### config.mk
export PLATFORM = sky130hd
export DESIGN_NAME = imm_decode_stage
export DESIGN_NICKNAME = d
export VERILOG_FILES = /design/src/rtl/imm_pkg.sv /design/src/rtl/imm_decode_comb.sv /design/src/rtl/imm_decode_stage.sv
export SDC_FILE = /design/constraint.sdc
export NUM_CORES = 1
export LEC_CHECK = 0
export BUFFER_PORTS_ARGS = -buffer_cell sky130_fd_sc_hd__clkbuf_2
export CAP_MARGIN = 10
export CELL_PAD_IN_SITES_DETAIL_PLACEMENT = 1
export CELL_PAD_IN_SITES_GLOBAL_PLACEMENT = 1
export CORE_MARGIN = 2
export CORE_UTILIZATION = 24
export CTS_CLUSTER_DIAMETER = 200
export CTS_CLUSTER_SIZE = 16
export DETAILED_ROUTE_END_ITERATION = 16
export GPL_ROUTABILITY_DRIVEN = 0
export GPL_TIMING_DRIVEN = 1
export PLACE_DENSITY_LB_ADDON = 0.15
export SKIP_CTS_REPAIR_TIMING = 1
export SYNTH_ARGS = -nofsm -noshare
export SYNTH_HDL_FRONTEND = slang
export SYNTH_HIERARCHICAL = 1
export SYNTH_SLANG_ARGS = --single-unit
### constraint.sdc
create_clock -name clk -period 1.81 [get_ports clk]
set_input_delay 0.0905 -clock clk [delete_from_list [all_inputs] [get_ports clk]]
set_output_delay 0.0905 -clock clk [all_outputs]
set_load 0.05 [all_outputs]
### src/rtl/imm_pkg.sv
// rtl/imm_pkg.sv - shared opcodes, enums and entry struct for the immediate-decode stage
package imm_pkg;

  // Widest supported datapath; entries are stored at this width and narrowed at the ports.
  localparam int XLEN_MAX = 64;

  localparam logic [6:0] OPC_OP_IMM = 7'b0010011;
  localparam logic [6:0] OPC_LOAD   = 7'b0000011;
  localparam logic [6:0] OPC_JALR   = 7'b1100111;
  localparam logic [6:0] OPC_STORE  = 7'b0100011;
  localparam logic [6:0] OPC_BRANCH = 7'b1100011;
  localparam logic [6:0] OPC_LUI    = 7'b0110111;
  localparam logic [6:0] OPC_AUIPC  = 7'b0010111;
  localparam logic [6:0] OPC_JAL    = 7'b1101111;
  localparam logic [6:0] OPC_SYSTEM = 7'b1110011;
  localparam logic [6:0] OPC_OP     = 7'b0110011;

  typedef enum logic [2:0] {
    IMM_NONE = 3'd0,
    IMM_I    = 3'd1,
    IMM_S    = 3'd2,
    IMM_B    = 3'd3,
    IMM_U    = 3'd4,
    IMM_J    = 3'd5,
    IMM_Z    = 3'd6
  } imm_type_e;

  typedef enum logic [1:0] {
    ST_EMPTY = 2'd0,
    ST_BUSY  = 2'd1,
    ST_FULL  = 2'd2
  } state_e;

  typedef struct packed {
    logic [31:0]         ins;
    logic [XLEN_MAX-1:0] pc;
    logic [XLEN_MAX-1:0] imm;
    imm_type_e           imm_type;
    logic                illegal;
  } entry_t;

endpackage

### src/rtl/imm_decode_comb.sv
// rtl/imm_decode_comb.sv - combinational RISC-V immediate decoder
module imm_decode_comb
  import imm_pkg::*;
#(
  parameter int XLEN        = 32,
  parameter bit ENABLE_ZIMM = 1'b1
) (
  input  logic [31:0]     ins_i,
  output logic [XLEN-1:0] imm_o,
  output imm_type_e       imm_type_o,
  output logic            illegal_o
);

  logic [31:0] imm32;

  // funct3[1:0] never selects an immediate format.
  logic unused_funct3_lo;
  assign unused_funct3_lo = ^ins_i[13:12];

  // Build a 32-bit immediate per format; every format is a signed 32-bit value
  // (zimm and NONE have bit 31 clear), so one sign-extension covers XLEN=64.
  always_comb begin
    imm32      = 32'd0;
    imm_type_o = IMM_NONE;
    illegal_o  = 1'b0;
    case (ins_i[6:0])
      OPC_OP_IMM, OPC_LOAD, OPC_JALR: begin
        imm32      = {{20{ins_i[31]}}, ins_i[31:20]};
        imm_type_o = IMM_I;
      end
      OPC_STORE: begin
        imm32      = {{20{ins_i[31]}}, ins_i[31:25], ins_i[11:7]};
        imm_type_o = IMM_S;
      end
      OPC_BRANCH: begin
        imm32      = {{19{ins_i[31]}}, ins_i[31], ins_i[7], ins_i[30:25], ins_i[11:8], 1'b0};
        imm_type_o = IMM_B;
      end
      OPC_LUI, OPC_AUIPC: begin
        imm32      = {ins_i[31:12], 12'd0};
        imm_type_o = IMM_U;
      end
      OPC_JAL: begin
        imm32      = {{11{ins_i[31]}}, ins_i[31], ins_i[19:12], ins_i[20], ins_i[30:21], 1'b0};
        imm_type_o = IMM_J;
      end
      OPC_SYSTEM: begin
        if (ENABLE_ZIMM && ins_i[14]) begin
          imm32      = {27'd0, ins_i[19:15]};
          imm_type_o = IMM_Z;
        end else begin
          imm32      = {{20{ins_i[31]}}, ins_i[31:20]};
          imm_type_o = IMM_I;
        end
      end
      OPC_OP: begin
        imm_type_o = IMM_NONE;
      end
      default: begin
        illegal_o = 1'b1;
      end
    endcase
  end

  assign imm_o = XLEN'($signed(imm32));

endmodule

### src/rtl/imm_decode_stage.sv
// rtl/imm_decode_stage.sv - registered immediate-decode stage with 2-entry skid buffer
module imm_decode_stage
  import imm_pkg::*;
#(
  parameter int XLEN        = 32,
  parameter bit ENABLE_ZIMM = 1'b1
) (
  input  logic            clk,
  input  logic            rst,
  input  logic            flush,
  input  logic            in_valid,
  output logic            in_ready,
  input  logic [31:0]     in_ins,
  input  logic [XLEN-1:0] in_pc,
  output logic            out_valid,
  input  logic            out_ready,
  output logic [31:0]     out_ins,
  output logic [XLEN-1:0] out_pc,
  output logic [XLEN-1:0] out_imm,
  output logic [2:0]      out_imm_type,
  output logic            out_illegal
);

  if (XLEN != 32 && XLEN != 64) begin : g_xlen_check
    $error("imm_decode_stage: XLEN must be 32 or 64");
  end

  state_e          state_q, state_d;
  entry_t          main_q, main_d;
  entry_t          skid_q, skid_d;
  logic            in_ready_q, in_ready_d;
  entry_t          new_entry;
  logic [XLEN-1:0] dec_imm;
  imm_type_e       dec_type;
  logic            dec_illegal;
  logic            accept;
  logic            xfer;

  imm_decode_comb #(
    .XLEN       (XLEN),
    .ENABLE_ZIMM(ENABLE_ZIMM)
  ) u_dec (
    .ins_i     (in_ins),
    .imm_o     (dec_imm),
    .imm_type_o(dec_type),
    .illegal_o (dec_illegal)
  );

  // Pack the freshly decoded instruction into a full-width entry.
  always_comb begin
    new_entry          = '0;
    new_entry.ins      = in_ins;
    new_entry.pc       = XLEN_MAX'(in_pc);
    new_entry.imm      = XLEN_MAX'(dec_imm);
    new_entry.imm_type = dec_type;
    new_entry.illegal  = dec_illegal;
  end

  // in_ready is gated by rst so upstream sees 0 for the whole reset window.
  assign in_ready  = in_ready_q & rst;
  assign out_valid = (state_q != ST_EMPTY);
  assign accept    = in_valid & in_ready;
  assign xfer      = out_valid & out_ready;

  // Next state and skid-buffer moves; main always drains before skid to keep order.
  always_comb begin
    state_d = state_q;
    main_d  = main_q;
    skid_d  = skid_q;
    if (flush) begin
      state_d = ST_EMPTY;
    end else begin
      case (state_q)
        ST_EMPTY: begin
          if (accept) begin
            main_d  = new_entry;
            state_d = ST_BUSY;
          end
        end
        ST_BUSY: begin
          if (accept && xfer) begin
            main_d = new_entry;
          end else if (accept) begin
            skid_d  = new_entry;
            state_d = ST_FULL;
          end else if (xfer) begin
            state_d = ST_EMPTY;
          end
        end
        ST_FULL: begin
          if (xfer) begin
            main_d  = skid_q;
            state_d = ST_BUSY;
          end
        end
        default: state_d = ST_EMPTY;
      endcase
    end
    in_ready_d = (state_d != ST_FULL);
  end

  // State, ready and entry registers; reset clears both entries.
  always_ff @(posedge clk) begin
    if (!rst) begin
      state_q    <= ST_EMPTY;
      main_q     <= '0;
      skid_q     <= '0;
      in_ready_q <= 1'b1;
    end else begin
      state_q    <= state_d;
      main_q     <= main_d;
      skid_q     <= skid_d;
      in_ready_q <= in_ready_d;
    end
  end

  assign out_ins      = main_q.ins;
  assign out_pc       = main_q.pc[XLEN-1:0];
  assign out_imm      = main_q.imm[XLEN-1:0];
  assign out_imm_type = main_q.imm_type;
  assign out_illegal  = main_q.illegal;

  // High halves of stored pc/imm are only meaningful when XLEN is the maximum.
  if (XLEN < XLEN_MAX) begin : g_narrow
    logic unused_hi;
    assign unused_hi = ^{main_q.pc[XLEN_MAX-1:XLEN], main_q.imm[XLEN_MAX-1:XLEN]};
  end

endmodule

==> flow_metrics.env, run 1 <==
export IMPL_rr_startpoint="state_q[0]"
export IMPL_powerDensity_nw_per_um2=723
export IMPL_crit_slowest_cell="dfxtp_4"
export IMPL_combPwrFrac=0.131
export IMPL_netlist_area_um2=10600
export IMPL_avgViaCountPerCell=4.88
export IMPL_ys_ff_latch=203
export IMPL_critPathMaxStageDelay_ns=0.42
export IMPL_p_sw_uw=2640
export IMPL_track_usage=0.165
export IMPL_hold_slack_ns=-0.00685
export IMPL_ys_flop_type="dfxtp_1"
export IMPL_core_area_um2=43300
export IMPL_synth_async_sr_flop_share=0
export IMPL_cts_root_buffer="clkbuf_16"
export IMPL_period_needed_ns=1.72
export IMPL_grt_max_degree=117
export IMPL_yosysWarnings=6
export IMPL_hold_start="in_ins[2]"
export IMPL_dieWidth_um=214
export IMPL_synth_nets=1205
export IMPL_crit_chain="buf_12 > or3b_4 > buf_12 > o21ai_0 > a21boi_0"
export IMPL_initial_core_util=0.244
export IMPL_max_freq_mhz=581
export IMPL_htree_levels=1
export IMPL_ios=171
export IMPL_skew_ns=0.0140
export IMPL_crit_top_cell="buf_12"
export IMPL_finalSetupTns_ns=0
export IMPL_area_growth_pct=21.4
export IMPL_synth_top_family_by_area="compound AO/OA/AOI/OAI gates"
export IMPL_finalMaxSlewViolations=0
export IMPL_rrSetupSlack_ns=0.09
export IMPL_clk_pin_slew_ns=0.08
export IMPL_nets=1371
export IMPL_die_area_um2=45700
export IMPL_synth_area_leaders="dfxtp_1, mux2i_1, or3b_2"
export IMPL_diodes=0
export IMPL_drtIter0Drc=367
export IMPL_rsz0062_at_grt="true"
export IMPL_synth_edff_count=0
export IMPL_die_y_um=214
export IMPL_drc_errors=0
export IMPL_slew_headroom=0.432
export IMPL_cts_tree="done"
export IMPL_path_buf_inv=2
export IMPL_syn_inst=1136
export IMPL_cts_buffers=16
export IMPL_whs_path_depth=3
export IMPL_violations="hold timing"
export IMPL_utilization=0.296
export IMPL_swShare=0.284
export IMPL_post_route_period_util=0.950
export IMPL_vias=9209
export IMPL_vdd_drop_max_v=0.000403
export IMPL_gr_total_overflow=0
export IMPL_synth_top_cell_area_share=0.385
export IMPL_ant_nets=0
export IMPL_fill_cells=5002
export IMPL_wl_per_cell_um=20.4
export IMPL_outcome="finished with violations"
export IMPL_holdPathEnd="skid_q[134]"
export IMPL_synth_xor_area_share=0
export IMPL_ys_types=54
export IMPL_wl_um=38500
export IMPL_hp_class="input port to flop"
export IMPL_crit_arrival_ns=2.11
export IMPL_p_leak_uw=0.00513
export IMPL_maxCapViolCount=0
export IMPL_cpLargestDelayFamily="flip-flops"
export IMPL_yosys_area_top_type="dfxtp_1"
export IMPL_syn_avg_cell_area_um2=9.29
export IMPL_r2r_cells=5
export IMPL_reg2reg_to="skid_q[4]"
export IMPL_seq_area_frac_synth=0.385
export IMPL_worstSetupStartpointType="flop"
export IMPL_synth_compound_area_frac=0.234
export IMPL_synthSimpleGateAreaFrac=0.192
export IMPL_worst_ep_required_time_ns=2.20
export IMPL_grt_pass1_wl_um=58500
export IMPL_pwr_share_clk=0.377
export IMPL_hold_viol=2
export IMPL_crit_fanout=74
export IMPL_grt_pass1_vias=9274
export IMPL_numClockSinks=203
export IMPL_clk_latency_ns=0.50
export IMPL_rows=76
export IMPL_cts_buffer_depth=3
export IMPL_worst_pin_slew_ns=0.847
export IMPL_path_class="flop to flop"
export IMPL_firstDrtPassIters=4
export IMPL_intPower_uw=6630
export IMPL_worst_setup_path_end_kind="flop"
export IMPL_antenna_found_initial=0
export IMPL_synth_area_mux_share=0.0958
export IMPL_setup_viol=0
export IMPL_drive_above_1_share=0.279
export IMPL_portBuffers=170
export IMPL_dpl_hpwl_um=23700
export IMPL_synth_adder_area_share=0
export IMPL_seqPwrFrac=0.492
## kinds of logic (layout without fill, tap and decap cells)
| group | Yosys count | after routing |
|---|---|---|
| AOI/OAI and AO/OA | 361 | 361 |
| buffers and inverters | 133 | 300 |
| DFF | 203 | 203 |
| muxes | 101 | 101 |
| and+or+nand+nor | 338 | 338 |
## worst reg2reg max path: cells and delay by family, from the launching register on
family	cells	cell delay (ns)
buffers and inverters	2	0.42
flip-flops	1	0.42
AND/OR/NAND/NOR	1	0.42
AO/OA/AOI/OAI	2	0.35
## through the flow
| step | worst slack, ns | std cells | total power [uW] | hold WS [ns] | cell area, um2 |
|---|---|---|---|---|---|
| 3_5_place_dp | -0.0598 | 1806 | 5790 | 0.354 | 11700 |
| 2_1_floorplan | 0.0914 | 1136 | 5420 | 0.170 | 10600 |
| 5_1_grt | -0.0211 | 1888 | 9730 | 0.00214 | 12800 |
| 4_1_cts | 0.0557 | 1825 | 9410 | -0.201 | 12200 |
| 6_report | 0.0899 | 1888 | 9270 | -0.00685 | 12800 |
| 3_3_place_gp | -0.0732 | 1806 | 5790 | 0.354 | 11700 |
## sequential cells by signal, indices dropped and copies added, names as in the netlist
register      flops
out_pc           32
in_ready_q        1
out_illegal       1
out_imm          32
out_ins          32
state_q           2
skid_q          100
out_imm_type      3
## cell type report
type / count / area, um2 / area share
repair buffers: 277 / 2040 / 0.159
well taps: 585 / 732 / 0.0571
inverters: 4 / 15.0 / 0.00117
clock buffers: 18 / 429 / 0.0335
clock inverters: 1 / 7.51 / 0.000586
flip-flops and latches: 203 / 4070 / 0.318
multi-input cells: 800 / 5530 / 0.431
## cells in the final DEF (no fill, tap or decap), types with 2 or more instances in the layout
cell / n
dfxtp_1: 201
o211ai_1: 100
nor3_1: 2
a21boi_0: 97
buf_4: 26
a22o_1: 4
dlygate4sd3_1: 63
dfxtp_4: 2
buf_12: 17
a21boi_1: 9
inv_1: 4
nand2b_1: 2
and2_1: 3
nand3_1: 101
nor3_2: 3
or3b_2: 100
a21o_1: 13
a21oi_1: 7
or2_1: 2
clkbuf_16: 17
nor2_1: 4
nand2_1: 107
o21ai_0: 104
a21o_2: 13
mux2i_1: 101
clkbuf_2: 169
## cells in the mapped netlist, drive strengths merged (2+ instances only)
master / instances
dfxtp: 203
o21ai: 104
nand2: 107
or3b: 101
nand2b: 3
o211ai: 100
a21oi: 8
a21o: 26
or3: 2
or2: 3
mux2i: 101
a22o: 4
clkbuf: 90
buf: 32
nor2: 4
inv: 4
and2b: 2
and2: 3
nand3: 101
a21boi: 106
nor3: 5
and4b: 2
dlygate4sd1: 7
## power groups by stage
stage	combinational, uW	clock [uW]	sequential (uW)
2_1_floorplan	562	0	4860
3_3_place_gp	1130	0	4670
3_5_place_dp	1130	0	4670
4_1_cts	1130	3720	4560
5_1_grt	1300	3850	4570
6_report	1220	3490	4560
## layer usage
metal  vias up  share of wire  track usage
met1      4568           0.45        0.214
li1       4452              -            -
met2       148           0.49        0.285
met4         0          0.018       0.0333
met5         -              0            0
met3        41          0.037       0.0332
## worst max-delay path by stage
stage	startpoint	end	slack [ns]	depth (start not counted)
finish	state_q[0]	skid_q[4]	0.09	5
global route	state_q[0]	skid_q[154]	-0.02	5
CTS	state_q[0]	skid_q[20]	0.06	6
global placement	in_ins[2]	out_imm[19]	-0.07	7
floorplan	state_q[1]	out_imm[23]	0.09	5
detailed placement	in_ins[2]	out_imm[19]	-0.06	7
No activity file was read; power rests on OpenSTA's default activity.
==> run 2, diff against run 1 <==
--- a/config.mk
+++ b/config.mk
@@ -16,6 +16,7 @@
 export DETAILED_ROUTE_END_ITERATION = 16
 export GPL_ROUTABILITY_DRIVEN = 0
 export GPL_TIMING_DRIVEN = 1
+export MAX_ROUTING_LAYER = met4
 export PLACE_DENSITY_LB_ADDON = 0.15
 export SKIP_CTS_REPAIR_TIMING = 1
 export SYNTH_ARGS = -nofsm -noshare
==> flow_metrics.env, run 2 (synthesized netlist as in run 1, its figures left out) <==
export IMPL_swShare=0.284
export IMPL_rsz0062_at_grt="true"
export IMPL_crit_arrival_ns=2.11
export IMPL_worstSetupStartpointType="flop"
export IMPL_cts_tree="done"
export IMPL_p_sw_uw=2630
export IMPL_worst_pin_slew_ns=0.845
export IMPL_hp_class="input port to flop"
export IMPL_skew_ns=0.0151
export IMPL_portBuffers=170
export IMPL_antenna_found_initial=1
export IMPL_period_needed_ns=1.72
export IMPL_setup_viol=0
export IMPL_crit_top_cell="buf_12"
export IMPL_hold_start="in_ins[2]"
export IMPL_maxCapViolCount=0
export IMPL_dieWidth_um=214
export IMPL_timing_final_ws_setup_ns=0.0872
export IMPL_initial_core_util=0.244
export IMPL_grt_pass1_vias=9313
export IMPL_path_class="flop to flop"
export IMPL_outcome="finished with violations"
export IMPL_multi_input_area_um2=5530
export IMPL_track_usage=0.170
export IMPL_top_register="skid_q"
export IMPL_crit_slowest_cell="dfxtp_4"
export IMPL_drtIter0Drc=367
export IMPL_clk_latency_ns=0.50
export IMPL_grt_use_met2=0.286
export IMPL_crit_path_start="state_q[0]"
export IMPL_wl_um=38400
export IMPL_dpl_hpwl_um=23700
export IMPL_p_leak_uw=0.00512
export IMPL_final_cell_mix="dfxtp_1, clkbuf_2, nand2_1"
export IMPL_cts_buffers=16
export IMPL_worst_ep_required_time_ns=2.20
export IMPL_avgViaCountPerCell=4.87
export IMPL_drive_above_1_share=0.279
export IMPL_grtUsageMet3=0.0332
export IMPL_seqPwrFrac=0.492
export IMPL_ant_nets=0
export IMPL_cts_buffer_depth=3
export IMPL_die_area_um2=45700
export IMPL_clk_pin_slew_ns=0.08
export IMPL_busiest_layer="met2"
export IMPL_area_growth_pct=21.4
export IMPL_core_area_um2=43300
export IMPL_final_seq_area_um2=4070
export IMPL_worst_setup_path_end_kind="flop"
export IMPL_place_ws_ns=-0.0598
export IMPL_grt_pass1_wl_um=58400
export IMPL_vias=9194
export IMPL_met1_usage=0.212
export IMPL_nets=1370
export IMPL_numClockSinks=203
export IMPL_finalSetupTns_ns=0
export IMPL_rr_startpoint="state_q[0]"
export IMPL_intPower_uw=6630
export IMPL_drc_errors=0
export IMPL_crit_fanout=74
export IMPL_largest_register_ffs=100
export IMPL_pwr_share_clk=0.377
export IMPL_violations="hold timing"
export IMPL_wl_per_cell_um=20.4
export IMPL_powerDensity_nw_per_um2=723
export IMPL_vdd_drop_max_v=0.000402
export IMPL_grt_max_degree=117
export IMPL_combPwrFrac=0.131
export IMPL_post_route_period_util=0.952
export IMPL_fill_cells=5004
export IMPL_die_y_um=214
export IMPL_hold_slack_ns=-0.00872
export IMPL_rows=76
export IMPL_ios=171
export IMPL_max_freq_mhz=580
export IMPL_crit_chain="buf_12 > or3b_4 > buf_12 > o21ai_0 > a21boi_0"
export IMPL_htree_levels=1
export IMPL_layout_commonest_cell="dfxtp_1"
export IMPL_critPathMaxStageDelay_ns=0.42
export IMPL_gr_total_overflow=0
export IMPL_slew_headroom=0.433
export IMPL_hold_viol=2
export IMPL_finalMaxSlewViolations=0
export IMPL_cts_root_buffer="clkbuf_16"
export IMPL_firstDrtPassIters=4
## run 2: stage by stage
stage / instance area (um2) / std cells / util / power (uW)
6_report: 12800 / 1888 / 0.296 / 9270
5_1_grt: 12800 / 1888 / 0.296 / 9720
4_1_cts: 12200 / 1825 / 0.282 / 9410
3_5_place_dp: 11700 / 1806 / 0.272 / 5790
3_3_place_gp: 11700 / 1806 / 0.272 / 5790
2_1_floorplan: 10600 / 1136 / - / 5420
## run 2: worst paths after layout
path | to | slack (ns) | depth (start not counted)
setup / recovery | skid_q[4] | 0.09 | 5
hold / removal | skid_q[134] | -0.009 | 3
setup reg to reg | skid_q[4] | 0.09 | 5
hold reg to reg | out_ins[8] | 0.46 | 2
## run 2: critical path: cells and delay by family, from the launching register on
kind,cells,cell delay (ns)
compound gates,2,0.32
flops,1,0.42
simple gates,1,0.42
buf+inv,2,0.42
## run 2: final cells by class
class | instances | area share
multi-input combinational | 800 | 0.431
sequential | 203 | 0.318
timing repair buffer | 276 | 0.158
tap | 585 | 0.0571
clock buffer | 18 | 0.0335
inverter | 4 | 0.00117
clock inverter | 1 | 0.000586
antenna | 1 | 0.000195
## run 2: power groups by stage
| stage | clock (uW) | sequential (uW) | combinational, uW |
|---|---|---|---|
| 6_report | 3490 | 4560 | 1220 |
| 4_1_cts | 3720 | 4560 | 1130 |
| 3_5_place_dp | 0 | 4670 | 1130 |
| 3_3_place_gp | 0 | 4670 | 1130 |
| 2_1_floorplan | 0 | 4860 | 562 |
| 5_1_grt | 3850 | 4570 | 1300 |
## run 2: per-layer routing
| layer | routed length [um] | vias to the layer above |
|---|---|---|
| met3 | 1450 | 41 |
| li1 | - | 4454 |
| met5 | 0 | - |
| met2 | 18900 | 165 |
| met4 | 721 | 0 |
| met1 | 17300 | 4534 |
==> run 3, diff against run 2 <==
--- a/config.mk
+++ b/config.mk
@@ -18,6 +18,7 @@
 export GPL_TIMING_DRIVEN = 1
 export MAX_ROUTING_LAYER = met4
 export PLACE_DENSITY_LB_ADDON = 0.15
+export RECOVER_POWER = 50
 export SKIP_CTS_REPAIR_TIMING = 1
 export SYNTH_ARGS = -nofsm -noshare
 export SYNTH_HDL_FRONTEND = slang
==> flow_metrics.env, run 3 (synthesized netlist as in run 1, its figures left out) <==
export IMPL_outcome="finished with violations"
export IMPL_violations="hold timing"
export IMPL_worstSetupStartpointType="flop"
export IMPL_worst_pin_slew_ns=0.844
export IMPL_powerDensity_nw_per_um2=730
export IMPL_holdPathEnd="skid_q[134]"
export IMPL_p_leak_uw=0.00477
export IMPL_vias=9193
export IMPL_whs_path_depth=3
export IMPL_dieWidth_um=214
export IMPL_drc_errors=0
export IMPL_area_growth_pct=20.0
export IMPL_vdd_drop_max_v=0.000402
export IMPL_combPwrFrac=0.129
export IMPL_finalMaxSlewViolations=0
export IMPL_path_class="flop to flop"
export IMPL_wl_per_cell_um=20.4
export IMPL_critPathMaxStageDelay_ns=0.42
export IMPL_fill_cells=5043
export IMPL_period_needed_ns=1.74
export IMPL_seqPwrFrac=0.493
export IMPL_crit_slowest_cell="a221o_4"
export IMPL_hold_slack_ns=-0.0135
export IMPL_dpl_hpwl_um=23700
export IMPL_grt_pass1_vias=9313
export IMPL_maxCapViolCount=0
export IMPL_rr_startpoint="state_q[1]"
export IMPL_worst_setup_path_end_kind="flop"
export IMPL_crit_path_start="state_q[1]"
export IMPL_ant_nets=0
export IMPL_crit_fanout=53
export IMPL_portBuffers=170
export IMPL_hp_class="input port to flop"
export IMPL_rrSetupSlack_ns=0.07
export IMPL_layout_commonest_cell="dfxtp_1"
export IMPL_hold_start="in_ins[2]"
export IMPL_setup_viol=0
export IMPL_swShare=0.285
export IMPL_rsz0062_at_grt="true"
export IMPL_final_cell_mix="dfxtp_1, nand2_1"
export IMPL_avgViaCountPerCell=4.87
export IMPL_crit_arrival_ns=2.11
export IMPL_pwr_share_clk=0.378
export IMPL_die_y_um=214
export IMPL_post_route_period_util=0.960
export IMPL_cts_buffers=16
export IMPL_reg2reg_to="out_imm[26]"
export IMPL_core_area_um2=43300
export IMPL_die_area_um2=45700
export IMPL_firstDrtPassIters=4
export IMPL_crit_chain="or2_1 > a221o_4 > buf_8 > mux2i_1"
export IMPL_track_usage=0.170
export IMPL_intPower_uw=6610
export IMPL_max_freq_mhz=575
export IMPL_rows=76
export IMPL_ios=171
export IMPL_drive_above_1_share=0.201
export IMPL_drtIter0Drc=363
export IMPL_finalSetupTns_ns=0
export IMPL_utilization=0.293
export IMPL_nets=1370
export IMPL_htree_levels=1
export IMPL_slew_headroom=0.435
export IMPL_top_register="skid_q"
export IMPL_numClockSinks=203
export IMPL_gr_total_overflow=0
export IMPL_clk_latency_ns=0.51
export IMPL_p_sw_uw=2630
export IMPL_initial_core_util=0.244
export IMPL_antenna_found_initial=1
export IMPL_grt_max_degree=117
export IMPL_hold_viol=2
export IMPL_worst_ep_required_time_ns=2.18
export IMPL_cts_buffer_depth=3
export IMPL_clk_pin_slew_ns=0.08
export IMPL_cts_root_buffer="clkbuf_16"
export IMPL_largest_register_ffs=100
export IMPL_cts_tree="done"
export IMPL_wl_um=38500
export IMPL_grt_pass1_wl_um=58400
export IMPL_r2r_cells=4
export IMPL_skew_ns=0.0168
-- run 3: cell count changes in the layout (fill, tap and decap cells not counted) --
cell      before  now
clkbuf_1       1  101
buf_8          0    1
and4b_1        1    2
and4b_4        1    0
buf_12        17   15
buf_2          0    1
and2_0         0    1
and2_1         3    2
clkbuf_2     169   69
-- run 3: critical path: cells and delay by family, from the launching register on --
kind / cells / cell delay [ns]
DFF: 1 / 0.38
AOI/OAI and AO/OA: 1 / 0.42
muxes: 1 / 0.20
and+or+nand+nor: 1 / 0.26
buffers and inverters: 1 / 0.24
-- run 3: through the flow --
stage / power [uW] / cells / hold slack [ns] / setup slack [ns] / cell area (um2)
floorplan: 5420 / 1136 / 0.170 / 0.0914 / 10600
finish: 9250 / 1888 / -0.0135 / 0.0718 / 12700
detailed placement: 5790 / 1806 / 0.354 / -0.0598 / 11700
global route: 9700 / 1888 / 0.00199 / -0.0165 / 12700
global placement: 5790 / 1806 / 0.354 / -0.0732 / 11700
CTS: 9410 / 1825 / -0.201 / 0.0557 / 12200
-- run 3: area by class of cell --
| type | instances | area [um2] | share of cell area |
|---|---|---|---|
| sequential | 203 | 4070 | 0.321 |
| clock inverter | 1 | 7.51 | 0.000593 |
| timing repair buffer | 276 | 1890 | 0.149 |
| multi-input combinational | 800 | 5520 | 0.436 |
| clock buffer | 18 | 429 | 0.0339 |
| tap | 585 | 732 | 0.0578 |
| antenna | 1 | 2.50 | 0.000198 |
| inverter | 4 | 15.0 | 0.00119 |
-- run 3: power by group through the flow --
stage / clock [uW] / combinational (uW) / sequential (uW)
2_1_floorplan: 0 / 562 / 4860
3_3_place_gp: 0 / 1130 / 4670
3_5_place_dp: 0 / 1130 / 4670
4_1_cts: 3720 / 1130 / 4560
5_1_grt: 3850 / 1280 / 4570
6_report: 3490 / 1200 / 4560
-- run 3: worst max path at each step --
stage | to | slack (ns)
final | out_imm[26] | 0.07
after global routing | skid_q[72] | -0.02
after CTS | skid_q[20] | 0.06
after detailed placement | out_imm[19] | -0.06
after global placement | out_imm[19] | -0.07
after floorplan | out_imm[23] | 0.09
-- run 3: routing by layer --
| metal | track usage | routed length (um) |
|---|---|---|
| met2 | 0.286 | 19000 |
| met3 | 0.0332 | 1390 |
| met5 | - | 0 |
| met4 | 0.0333 | 721 |
| met1 | 0.212 | 17400 |
